--- config.mk ---
export PLATFORM = sky130hd
export DESIGN_NAME = demux_1ne2_stream
export DESIGN_NICKNAME = d
export VERILOG_FILES = /design/src/rtl/cpu24_pkg.sv /design/src/rtl/fifo_2hyrje.sv /design/src/rtl/demux_1ne2_stream.sv
export SDC_FILE = /design/constraint.sdc
export NUM_CORES = 1
export LEC_CHECK = 0
export ABC_CLOCK_PERIOD_IN_PS = 9200
export CORE_ASPECT_RATIO = 0.6
export CORE_MARGIN = 1
export CORE_UTILIZATION = 30
export CTS_BUF_LIST = sky130_fd_sc_hd__clkbuf_4 sky130_fd_sc_hd__clkbuf_8 sky130_fd_sc_hd__clkbuf_16
export DETAILED_ROUTE_END_ITERATION = 16
export PLACE_DENSITY_LB_ADDON = 0.3
export SLEW_MARGIN = 20
export SYNTH_ARGS = -nofsm -noshare
export SYNTH_HDL_FRONTEND = slang
export SYNTH_SLANG_ARGS = --single-unit
--- constraint.sdc ---
create_clock -name Clock -period 9.2 [get_ports Clock]
set_input_delay 1.38 -clock Clock [delete_from_list [all_inputs] [get_ports Clock]]
set_output_delay 1.38 -clock Clock [all_outputs]
set_load 0.1 [all_outputs]
--- src/rtl/cpu24_pkg.sv ---
// Shared constants and types for the 24-bit datapath blocks.
package cpu24_pkg;
  localparam int WIDTH_DATA  = 24;
  localparam int DEPTH_DEMUX = 2;

  localparam logic ROUTE_1 = 1'b0;
  localparam logic ROUTE_2 = 1'b1;

  typedef logic [$clog2(DEPTH_DEMUX+1)-1:0] fifo_cnt_t;
  localparam fifo_cnt_t CNT_EMPTY = fifo_cnt_t'(0);
  localparam fifo_cnt_t CNT_ONE   = fifo_cnt_t'(1);
  localparam fifo_cnt_t CNT_FULL  = fifo_cnt_t'(DEPTH_DEMUX);
endpackage

--- src/rtl/fifo_2hyrje.sv ---
// Two-entry FIFO with a registered head word; count is exported so the
// parent can build its ready without a combinational path through the pop side.
module fifo_2hyrje
  import cpu24_pkg::*;
#(
  parameter int WIDTH = WIDTH_DATA
) (
  input  logic             clk,
  input  logic             rst,
  input  logic [WIDTH-1:0] push_data,
  input  logic             push_valid,
  output logic [WIDTH-1:0] pop_data,
  output logic             pop_valid,
  input  logic             pop_ready,
  output fifo_cnt_t        count
);
  logic [WIDTH-1:0] head_q, head_d;
  logic [WIDTH-1:0] tail_q, tail_d;
  fifo_cnt_t        count_q, count_d;
  logic             push, pop;

  // Full means not ready even when a pop happens this cycle: no pass-through.
  assign push = push_valid && (count_q != CNT_FULL);
  assign pop  = pop_ready && (count_q != CNT_EMPTY);

  always_comb begin
    head_d  = head_q;
    tail_d  = tail_q;
    count_d = count_q;
    case ({push, pop})
      2'b10: begin
        if (count_q == CNT_EMPTY) head_d = push_data;
        else                      tail_d = push_data;
        count_d = count_q + CNT_ONE;
      end
      2'b01: begin
        head_d  = tail_q;
        count_d = count_q - CNT_ONE;
      end
      2'b11: begin
        head_d = (count_q == CNT_ONE) ? push_data : tail_q;
        tail_d = push_data;
      end
      default: ;
    endcase
  end

  always_ff @(posedge clk or posedge rst) begin
    if (rst) begin
      head_q  <= '0;
      tail_q  <= '0;
      count_q <= CNT_EMPTY;
    end else begin
      head_q  <= head_d;
      tail_q  <= tail_d;
      count_q <= count_d;
    end
  end

  assign pop_data  = head_q;
  assign pop_valid = (count_q != CNT_EMPTY);
  assign count     = count_q;
endmodule

--- src/rtl/demux_1ne2_stream.sv ---
// Registered 1-to-2 stream demultiplexer: S steers each word into one of two
// independent 2-entry buffers; each output keeps a saturating delivery count.
module demux_1ne2_stream
  import cpu24_pkg::*;
#(
  parameter int WIDTH = WIDTH_DATA,
  parameter int CNT_W = 16
) (
  input  logic             Clock,
  input  logic             Reset,
  input  logic [WIDTH-1:0] Hyrja,
  input  logic             HyrjaValid,
  input  logic             S,
  output logic             HyrjaReady,
  output logic [WIDTH-1:0] Dalja1,
  output logic [WIDTH-1:0] Dalja2,
  output logic             Dalja1Valid,
  output logic             Dalja2Valid,
  input  logic             Dalja1Ready,
  input  logic             Dalja2Ready,
  output logic [CNT_W-1:0] Numeruesi1,
  output logic [CNT_W-1:0] Numeruesi2,
  input  logic             Clear
);
  localparam logic [CNT_W-1:0] CNT_MAX = {CNT_W{1'b1}};

  fifo_cnt_t        count1, count2;
  logic             push1, push2;
  logic [CNT_W-1:0] cnt1_q, cnt1_d;
  logic [CNT_W-1:0] cnt2_q, cnt2_d;

  assign push1 = HyrjaValid && (S == ROUTE_1);
  assign push2 = HyrjaValid && (S == ROUTE_2);

  // Only combinational output path: S selects which buffer's fill decides ready.
  assign HyrjaReady = (S == ROUTE_1) ? (count1 != CNT_FULL) : (count2 != CNT_FULL);

  fifo_2hyrje #(.WIDTH(WIDTH)) u_fifo1 (
    .clk        (Clock),
    .rst        (Reset),
    .push_data  (Hyrja),
    .push_valid (push1),
    .pop_data   (Dalja1),
    .pop_valid  (Dalja1Valid),
    .pop_ready  (Dalja1Ready),
    .count      (count1)
  );

  fifo_2hyrje #(.WIDTH(WIDTH)) u_fifo2 (
    .clk        (Clock),
    .rst        (Reset),
    .push_data  (Hyrja),
    .push_valid (push2),
    .pop_data   (Dalja2),
    .pop_valid  (Dalja2Valid),
    .pop_ready  (Dalja2Ready),
    .count      (count2)
  );

  // Clear takes priority over a same-cycle delivery.
  always_comb begin
    cnt1_d = cnt1_q;
    cnt2_d = cnt2_q;
    if (Clear) begin
      cnt1_d = '0;
      cnt2_d = '0;
    end else begin
      if (Dalja1Valid && Dalja1Ready && (cnt1_q != CNT_MAX)) cnt1_d = cnt1_q + CNT_W'(1);
      if (Dalja2Valid && Dalja2Ready && (cnt2_q != CNT_MAX)) cnt2_d = cnt2_q + CNT_W'(1);
    end
  end

  always_ff @(posedge Clock or posedge Reset) begin
    if (Reset) begin
      cnt1_q <= '0;
      cnt2_q <= '0;
    end else begin
      cnt1_q <= cnt1_d;
      cnt2_q <= cnt2_d;
    end
  end

  assign Numeruesi1 = cnt1_q;
  assign Numeruesi2 = cnt2_q;
endmodule

; Word level (Yosys, flattened, before mapping)
; Index checks and enable logic that the tools add are counted.
[word_totals]
register_bits = 132
latchBits = 0
mem_bits_rw = 0
rom_bits = 0
input_bits = 31
out_inout_bits = 83
elab_cells = 72
mem_count = 0
[classes]
n_addsub = 6
mul = 0
n_div = 0
magnitude_cmp = 0
eq_ne = 16
shift = 0
n_mux = 17
n_bitwise = 1
n_reduce_logical = 24
[ops]
columns = cell, n
row1 = 2-to-1 mux 24 bit, 6
row2 = one-hot mux 24 bit (3 select lines), 2
row3 = one-hot mux 24 bit (2 select lines), 2
row4 = 2-to-1 mux 16 bit, 4
row5 = adder 16 x 1 -> 16 bit (second input constant), 2
row6 = inequality test 16 bit (second input constant), 2
row7 = nonzero test 2 bit, 8
row8 = equality test 2 x 1 -> 1 bit (second input constant), 4
row9 = equality test 2 bit (second input constant), 4
row10 = logical AND 1 bit, 8
row11 = inequality test 2 bit (second input constant), 4
row12 = one-hot mux 2 bit (2 select lines), 2
row13 = AND reduction 2 bit, 4
row14 = nonzero test 3 bit, 2
row15 = adder 2 x 1 -> 2 bit (second input constant), 2
row16 = logical NOT 2 bit, 2
row17 = inequality test 2 x 1 -> 1 bit (second input constant), 2
row18 = subtractor 2 x 1 -> 2 bit (second input constant), 2
row19 = 2-to-1 mux 1 bit, 1
row20 = NOT 1 bit, 1

; Logic depth before layout (Yosys ltp)
; Gate-level depths: netlist of the first run.
[logic_depth]
ltp_word = 6
mapped_depth = 11
mapped_depth_nobuf = 10

; Hierarchy
; Synthesis of the first run repeated with hierarchy kept, for this count alone.
[unflattened]
cells_unflattened = 658
area_unflattened_um2 = 7000.5
[by_module_without_submodules]
columns = module, n_inst, cells_per_inst, area_per_inst_um2, seq_area_each_um2
row1 = fifo_2hyrje, 2, 220, 2509.9, 1251.2
row2 = demux_1ne2_stream, 1, 218, 1980.6, 800.8

; Worst setup path after synthesis of the first run
; No wires, ideal clock.
[synth_path]
path_type = input to output
startpoint = in S
endpoint = out HyrjaReady
arrival_ps = 2961
t_required_ps = 7820
setup_slack_ps = 4859
stages = 1
path_buffers = 0
path_cell_list = mux2i_1
[synth_between]
elab_chain_len = 1
[synth_lines]
columns = item, line
row1 = start: declaration, demux_1ne2_stream.sv:13  ; input logic S,
row2 = 2-to-1 mux 1 bit, demux_1ne2_stream.sv:36  ; assign HyrjaReady = (S == ROUTE_1) ? (count1 != CNT_FULL) : (count2 != CNT_FULL);
row3 = end: declaration, demux_1ne2_stream.sv:14  ; output logic HyrjaReady,
; Every way passes these cells.

; Worst setup path in the final report of the first run
; Same ends and word-level chain as after synthesis.

==> results of run 1 <==
[Yosys cell counts (all sizes together)]
cell type,number
dfrtp,132
mux2,83
nand2,54
o21ai,32
a21oi,25
a22o,24
a22oi,24
nor2,19
inv,17
ha,16
buf,14
nand4,11
clkbuf,10
nor2b,10
or4,9
nand3,8
nand2b,7
o31ai,7
nor4,6
or3,6
mux2i,4
xnor2,4
and3,3
nor3,3
o311a,3
o41ai,3
a41o,2
and4,2
or2,2
a2111oi,1
a211o,1
a211oi,1
a311oi,1
a41oi,1
and2,1
clkinv,1
nand4b,1
o2111ai,1
o21bai,1
[power by group]
| part | internal, mW | switching [mW] |
|---|---|---|
| clock network | 0.417 | 0.272 |
| logic | 0.474 | 1.14 |
| registers | 0.800 | 0.124 |
[registers in the layout, indices dropped and copies added (netlist names)]
signal and count:
u_fifo1.pop_data 24, u_fifo2.pop_data 24, u_fifo2.count 2, u_fifo1.tail_q 24, u_fifo1.count 2, Numeruesi1 16
Numeruesi2 16, u_fifo2.tail_q 24
[path summary, 6_finish.rpt]
check                                                   end  slack [ps]  depth (start not counted)
max                                              HyrjaReady        4580                          3
min                        u_fifo1.pop_data[21]$_DFFE_PP0P_         480                          2
max reg2reg                u_fifo1.pop_data[11]$_DFFE_PP0P_        5980                          9
min reg2reg                u_fifo1.pop_data[21]$_DFFE_PP0P_         480                          2
max in group asynchronous     u_fifo1.tail_q[1]$_DFFE_PP0P_        6440                          3
min in group asynchronous  u_fifo2.pop_data[18]$_DFFE_PP0P_        1430                          2
[per-stage QoR]
step / hold slack (ps) / cell area (um^2) / setup WS (ps) / std cells
final: 478 / 8410 / 4580 / 948
after global routing: 508 / 8410 / 4510 / 948
after CTS: 483 / 8380 / 4570 / 947
after detailed placement: 470 / 7780 / 4570 / 915
after global placement: 468 / 7750 / 4570 / 914
after floorplan: 474 / 6330 / 4290 / 550
[routing by layer]
metal	part of all wire, %	GRT usage [%]
met4	1.5	5.48
met1	49	22.6
met5	0	0
met2	44	24.0
met3	4.9	4.11
[logic make-up after synthesis]
| group | after synthesis | synth area share, % |
|---|---|---|
| xor+xnor | 4 | 0.553 |
| compound gates | 127 | 13.9 |
| buf+inv | 42 | 2.82 |
| fa+ha+maj | 16 | 3.16 |
| mux | 87 | 15.4 |
| simple gates | 142 | 12.0 |
| flops | 132 | 52.1 |
[layout by cell type (no fill, tap or decap), types with 16 or more instances in the layout]
cell type	n
clkbuf_16	17
a22oi_1	24
dfrtp_1	132
mux2_2	80
nor2_1	19
a21oi_1	21
clkdlybuf4s50_1	113
nand2_1	54
ha_1	16
a22o_1	24
o21ai_0	31
[cell type report]
| type | count | area [um^2] | share of cell area, % |
|---|---|---|---|
| timing repair buffer | 117 | 1190 | 14.1 |
| clock inverter | 13 | 149 | 1.77 |
| multi-input combinational | 376 | 2900 | 34.5 |
| sequential | 132 | 3300 | 39.3 |
| inverter | 18 | 72.6 | 0.863 |
| clock buffer | 19 | 453 | 5.39 |
| tap | 273 | 342 | 4.06 |
[worst max-delay path: cells and delay by family]
kind,cells,cell delay [ps]
buffers and inverters,2,1660
muxes,1,190
==> metrics.yaml, run 1 <==
status:
  status: "completed"
power_and_ir_drop:
  power_density_mw_per_mm2: 384
  ir_drop_v: 0.000227
  p_leak_nw: 3.52
  p_total_mw: 3.23
clock_network:
  clock_latency_ps: 420
  cts_buffer_depth: 2
  ctsResizeCount: 0
  cts_buffers: 17
  root_buffer: "clkbuf_16"
  cts_tree: "built"
  clk_pin_slew_worst_paths_ps: 60
  cts_sinks: 132
  htree_num_levels: 4
  postCtsHoldBufs: 0
  post-cts-setup-buffers: 0
global_route:
  antenna_found_initial: 0
  grt_max_degree: 68
  grt_pass1_wl_mm: 26.5
  grt_pass1_vias: 4842
  grt_usage_pct: 16.1
  overflow: 0
routing:
  firstDrtPassIters: 7
  postRouteAntennaNets: 0
  wl_per_cell_um: 17.5
  drt-total-wl_mm: 16.6
  num_vias: 4774
  drt_iter0_drc: 272
  avgViaCountPerCell: 5.04
  drc: 0
sta:
  max_clock_freq_ghz: 0.216
  setup_tns_ps: 0
  drv_slew: 0
  finalClockSkew_ps: 8.23
  hold_viol: 0
  period_share_pct: 50.2
  worstMarginPinSlew_ps: 1030
  setup_violations: 0
  rsz0062_at_grt: "false"
  fin_crit_ps: 4620
  slew_headroom_pct: 31.4
floorplan:
  start_util_pct: 31.1
  die_w_um: 190
  num_rows: 40
  die_area_mm2: 0.0217
  top_level_ports: 114
  core_mm2: 0.0204
  die_y_um: 115
placement:
  place_hpwl_mm: 11.5
  portBuffers: 113
  gp_congestion: 0.843
setup_path:
  r2r-start: "u_fifo1.count[0]$_DFFE_PP0P_"
  cp_data_required_time_ps: 7820
  path_cells: "clkdlybuf4s50_1 > mux2i_1 > clkdlybuf4s50_1"
  critPathLaunch: "S"
  worstSetupStartpointType: "input port"
  crit_slowest_cell: "clkdlybuf4s50_1"
  critPathMostFrequentCell: "clkdlybuf4s50_1"
  slowest_delay_ps: 1150
  crit_fanout: 3
  end_kind: "primary output"
  crit_type: "input port to primary output"
  cp.arrival_ps: 3240
finish:
  nFillCells: 1892
  syn_to_final_growth_pct: 32.8
  final_layout_size_suffix_gt1_share_pct: 19.7
  n_antenna_cell: 0
  nets: 709
  final_util_pct: 41.3
logic_synthesis:
  syn_nets: 597
  avgSynthCellArea_um2: 11.5
  yosysTopAreaCellShare_pct: 52.1
  ys_ff_latch: 132
  ys_seq_area_share_pct: 52.1
  yosysTopAreaCell: "dfrtp_1"
  syn-cell-area_mm2: 0.00633
  ys.warnings.count: 0
  ys_top_cells_by_area: "dfrtp_1, mux2_2, a22o_1, nand2_1, ha_1"
  synthDistinctLibCells: 50
  synthCells: 550
job:
  cap_violations: 0
hold_path:
  hp-class: "flip-flop to flip-flop"
  hp-start: "u_fifo1.pop_data[21]$_DFFE_PP0P_"
Note: power is estimated with default switching activity, not from simulation.
==> run 2, diff against run 1 <==
--- a/config.mk
+++ b/config.mk
@@ -5,7 +5,7 @@
 export SDC_FILE = /design/constraint.sdc
 export NUM_CORES = 1
 export LEC_CHECK = 0
-export ABC_CLOCK_PERIOD_IN_PS = 9200
+export ABC_CLOCK_PERIOD_IN_PS = 3800
 export CORE_ASPECT_RATIO = 0.6
 export CORE_MARGIN = 1
 export CORE_UTILIZATION = 30
==> constraint.sdc (replaced) <==
create_clock -name Clock -period 3.8 [get_ports Clock]
set_input_delay 0.57 -clock Clock [delete_from_list [all_inputs] [get_ports Clock]]
set_output_delay 0.57 -clock Clock [all_outputs]
set_load 0.1 [all_outputs]
==> metrics.yaml, run 2 (synthesis gave the netlist of run 1 again) <==
placement:
  place_hpwl_mm: 11.9
  placed_area_mm2: 0.00779
  placed_cells: 919
  post-place-ws_ps: 476
  portBuffers: 113
  gp_congestion: 0.793
power_and_ir_drop:
  ir_drop_v: 0.000453
  p_total_mw: 8.06
  p_leak_nw: 3.56
  p_sw_share_pct: 46.1
  power_switching_mw: 3.72
  p_int_mw: 4.35
  comb_power_share_pct: 48.4
  power_density_mw_per_mm2: 950
  seqPwrFrac_pct: 28.1
  power_frac_clock_pct: 23.6
finish:
  fin_area_mm2: 0.00848
  final_common_cell: "dfrtp_1"
  regArea_mm2: 0.00330
  syn_to_final_growth_pct: 33.9
  multi_input_area_mm2: 0.00289
  final_util_pct: 41.7
  finalNonFillerCells: 951
  n_antenna_cell: 0
  nFillCells: 1912
  nets: 712
  final_cell_mix: "dfrtp_1, clkdlybuf4s50_1, mux2_2"
  final_layout_size_suffix_gt1_share_pct: 20.5
floorplan:
  die_y_um: 115
  top_level_ports: 114
  num_rows: 40
  die_area_mm2: 0.0217
  die_w_um: 190
  core_mm2: 0.0204
  start_util_pct: 31.1
clock_network:
  cts_buffers: 17
  cts_sinks: 132
  clk_pin_slew_worst_paths_ps: 60
  postCtsHoldBufs: 0
  root_buffer: "clkbuf_16"
  htree_num_levels: 4
  post-cts-setup-buffers: 0
  cts_buffer_depth: 2
  cts_tree: "built"
  ctsResizeCount: 0
  clock_latency_ps: 420
setup_path:
  rr_worst_depth: 9
  end_kind: "flip-flop"
  cp_data_required_time_ps: 4070
  cp.arrival_ps: 3440
  crit_fanout: 18
  worstSetupStartpointType: "flip-flop"
  regToRegEndpoint: "u_fifo1.pop_data[22]$_DFFE_PP0P_"
  r2r-start: "u_fifo1.count[0]$_DFFE_PP0P_"
  r2r_slack_ps: 630
  critPathLaunch: "u_fifo1.count[0]$_DFFE_PP0P_"
  crit_type: "flip-flop to flip-flop"
global_route:
  grt_max_degree: 77
  grt_pass1_vias: 4842
  antenna_found_initial: 0
  overflow: 0
  grt_pass1_wl_mm: 27.4
  grt_usage_pct: 16.5
sta:
  worstMarginPinSlew_ps: 1070
  drv_slew: 0
  hold_viol: 0
  fin_crit_ps: 3170
  max_clock_freq_ghz: 0.316
  fin_hold_ws_ps: 480
  finalClockSkew_ps: 8.21
  period_share_pct: 83.3
  fin_ws_ps: 633
  rsz0062_at_grt: "false"
  setup_violations: 0
  setup_tns_ps: 0
  slew_headroom_pct: 28.9
hold_path:
  whs_endpoint: "u_fifo1.pop_data[19]$_DFFE_PP0P_"
  hp-class: "flip-flop to flip-flop"
  hp-start: "u_fifo1.pop_data[19]$_DFFE_PP0P_"
  holdPathStages: 2
routing:
  num_vias: 4833
  firstDrtPassIters: 5
  drc: 0
  drt_iter0_drc: 320
  avgViaCountPerCell: 5.08
  postRouteAntennaNets: 0
  drt-total-wl_mm: 17.2
  wl_per_cell_um: 18.1
status:
  status: "completed"
job:
  cap_violations: 0
==> run 2: changes by cell type in the layout (fill, tap and decap cells not counted), sizes merged <==
cell and delta:
clkinv -1, clkdlybuf4s50 -3, clkbuf +1, inv -5, buf +6, clkinvlp +1
bufinv +4
==> run 2: layout make-up <==
class	instances	share of cell area (%)
clock inverter	12	2.65
sequential	132	38.9
timing repair buffer	120	14.0
multi-input combinational	376	34.0
tap	273	4.03
inverter	18	0.841
clock buffer	20	5.50
==> run 2: power by group through the flow <==
stage | registers [mW] | logic, mW | clock network (mW)
after floorplan | 3.93 | 1.25 | 0
after global placement | 2.26 | 3.86 | 0
after CTS | 2.26 | 3.93 | 1.94
after detailed placement | 2.28 | 3.92 | 0
after global routing | 2.33 | 4.09 | 2.01
final | 2.26 | 3.90 | 1.90
==> run 2: how the worst max path moves through the flow <==
stage / to / depth (start not counted)
floorplan: HyrjaReady / 3
detailed placement: u_fifo1.pop_data[22]$_DFFE_PP0P_ / 8
CTS: u_fifo1.pop_data[22]$_DFFE_PP0P_ / 9
finish: u_fifo1.pop_data[22]$_DFFE_PP0P_ / 9
global route: u_fifo1.pop_data[22]$_DFFE_PP0P_ / 9
global placement: u_fifo1.pop_data[22]$_DFFE_PP0P_ / 8
==> run 2: layer usage <==
layer / track usage, % / vias up / share of wire [%]
li1: - / 2275 / -
met3: 4.63 / 13 / 5.0
met2: 23.6 / 120 / 43
met4: 4.73 / 0 / 1.1
met1: 24.1 / 2425 / 51
met5: 0 / - / 0
==> run 2: worst max-delay path: stages (launching register included) <==
cell	delay (ps)
dfrtp_1	420
inv_1	110
ha_1	240
nand2b_1	520
inv_2	250
ha_1	320
nand2_1	80
nand2_1	490
a22oi_1	460
o21ai_0	120
==> run 3, diff against run 2 <==
--- a/config.mk
+++ b/config.mk
@@ -5,7 +5,7 @@
 export SDC_FILE = /design/constraint.sdc
 export NUM_CORES = 1
 export LEC_CHECK = 0
-export ABC_CLOCK_PERIOD_IN_PS = 3800
+export ABC_CLOCK_PERIOD_IN_PS = 3250
 export CORE_ASPECT_RATIO = 0.6
 export CORE_MARGIN = 1
 export CORE_UTILIZATION = 30
==> constraint.sdc (replaced) <==
create_clock -name Clock -period 3.25 [get_ports Clock]
set_input_delay 0.4875 -clock Clock [delete_from_list [all_inputs] [get_ports Clock]]
set_output_delay 0.4875 -clock Clock [all_outputs]
set_load 0.1 [all_outputs]
==> metrics.yaml, run 3 (synthesis gave the netlist of run 1 again) <==
floorplan:
  num_rows: 40
  die_y_um: 115
  die_area_mm2: 0.0217
  core_mm2: 0.0204
  start_util_pct: 31.1
  die_w_um: 190
  top_level_ports: 114
job:
  cap_violations: 0
clock_network:
  cts_sinks: 132
  cts_buffers: 17
  postCtsHoldBufs: 0
  cts_tree: "built"
  clock_latency_ps: 420
  clk_pin_slew_worst_paths_ps: 60
  root_buffer: "clkbuf_16"
  post-cts-setup-buffers: 0
  htree_num_levels: 4
  ctsResizeCount: 0
  cts_buffer_depth: 2
setup_path:
  crit_slowest_cell: "a21oi_2"
  crit_fanout: 18
  cp_data_required_time_ps: 3600
  crit_family: "compound AO/OA/AOI/OAI gates"
  cp.buffers_inverters: 2
  slowest_delay_ps: 800
  path_cells: "inv_1 > ha_1 > or2_2 > inv_1 > ha_1 > nand2b_1 > a21oi_2 > a22o_1 > mux2_2"
  worstSetupStartpointType: "flip-flop"
  crit_type: "flip-flop to flip-flop"
  end_kind: "flip-flop"
  cp.arrival_ps: 3210
finish:
  nets: 719
  final_util_pct: 40.9
  final_cell_mix: "dfrtp_1, mux2_2, buf_4"
  final_layout_size_suffix_gt1_share_pct: 29.2
  syn_to_final_growth_pct: 31.5
  final_common_cell: "dfrtp_1"
  fin_area_mm2: 0.00833
  n_antenna_cell: 0
sta:
  worstMarginPinSlew_ps: 1070
  hold_viol: 0
  fin_hold_ws_ps: 479
  rsz0062_at_grt: "false"
  setup_violations: 0
  setup_tns_ps: 0
  max_clock_freq_ghz: 0.350
  drv_slew: 0
  finalClockSkew_ps: 7.26
  period_share_pct: 88.0
  slew_headroom_pct: 28.6
  fin_crit_ps: 2860
routing:
  avgViaCountPerCell: 5.09
  drt-total-wl_mm: 16.9
  drc: 0
  num_vias: 4867
  postRouteAntennaNets: 0
  drt_iter0_drc: 339
  firstDrtPassIters: 5
  wl_per_cell_um: 17.7
global_route:
  overflow: 0
  grt_pass1_wl_mm: 27.1
  grt_pass1_vias: 4844
  grt_max_degree: 69
  antenna_found_initial: 0
  grt_usage_pct: 16.5
placement:
  place_hpwl_mm: 11.8
  gp_congestion: 0.797
  placed_area_mm2: 0.00771
  portBuffers: 113
power_and_ir_drop:
  p_leak_nw: 3.67
  p_total_mw: 9.18
  power_density_mw_per_mm2: 1100
  ir_drop_v: 0.000814
hold_path:
  hp-class: "flip-flop to flip-flop"
status:
  status: "completed"
==> run 3: changes by cell type in the layout (fill, tap and decap cells not counted) <==
cell | before | now
clkdlybuf4s50_1 | 110 | 55
buf_4 | 9 | 71
clkbuf_8 | 3 | 1
clkinvlp_4 | 4 | 1
bufinv_16 | 6 | 4
clkinv_4 | 2 | 5
clkinv_2 | 1 | 4
==> run 3: power breakdown <==
group | switching (mW) | internal, mW
clock | 0.729 | 1.30
sequential | 0.375 | 2.27
combinational | 3.23 | 1.28
total | 4.33 | 4.85
==> run 3: final cells by class <==
type | instances | area, um^2
inverters | 18 | 71.3
well taps | 273 | 342
repair buffers | 127 | 1100
fillers | 1949 | 12000
clock inverters | 13 | 184
multi-input cells | 376 | 2890
flip-flops and latches | 132 | 3300
clock buffers | 18 | 439
==> run 3: stage by stage <==
step,setup slack [ps],instances
2_1_floorplan,567,550
3_3_place_gp,211,926
3_5_place_dp,84.8,926
4_1_cts,398,957
5_1_grt,169,957
6_report,390,957
==> run 3: worst reg2reg max path, delay by kind of cell (launching register included) <==
| family | cells | cell delay, ps |
|---|---|---|
| and+or+nand+nor | 2 | 440 |
| AOI/OAI and AO/OA | 2 | 1100 |
| muxes | 1 | 140 |
| buffers and inverters | 2 | 230 |
| adders and majority gates | 2 | 470 |
| DFF | 1 | 420 |
==> run 3: layer usage <==
metal	vias up	routed length [um]	track usage [%]
li1	2273	-	-
met1	2460	8550	23.5
met2	114	7420	24.4
met3	20	682	3.86
met4	0	284	6.02
met5	-	0	0
==> run 3: worst paths after layout <==
| kind | from | to | slack [ps] | cells past startpoint |
|---|---|---|---|---|
| setup / recovery | u_fifo2.count[0]$_DFFE_PP0P_ | u_fifo2.pop_data[10]$_DFFE_PP0P_ | 390 | 9 |
| hold / removal | u_fifo1.pop_data[18]$_DFFE_PP0P_ | u_fifo1.pop_data[18]$_DFFE_PP0P_ | 480 | 2 |
| setup reg to reg | u_fifo2.count[0]$_DFFE_PP0P_ | u_fifo2.pop_data[10]$_DFFE_PP0P_ | 390 | 9 |
| hold reg to reg | u_fifo1.pop_data[18]$_DFFE_PP0P_ | u_fifo1.pop_data[18]$_DFFE_PP0P_ | 480 | 2 |
| max in group asynchronous | Reset | u_fifo1.pop_data[12]$_DFFE_PP0P_ | 1870 | 3 |
| min in group asynchronous | Reset | u_fifo1.pop_data[7]$_DFFE_PP0P_ | 570 | 2 |
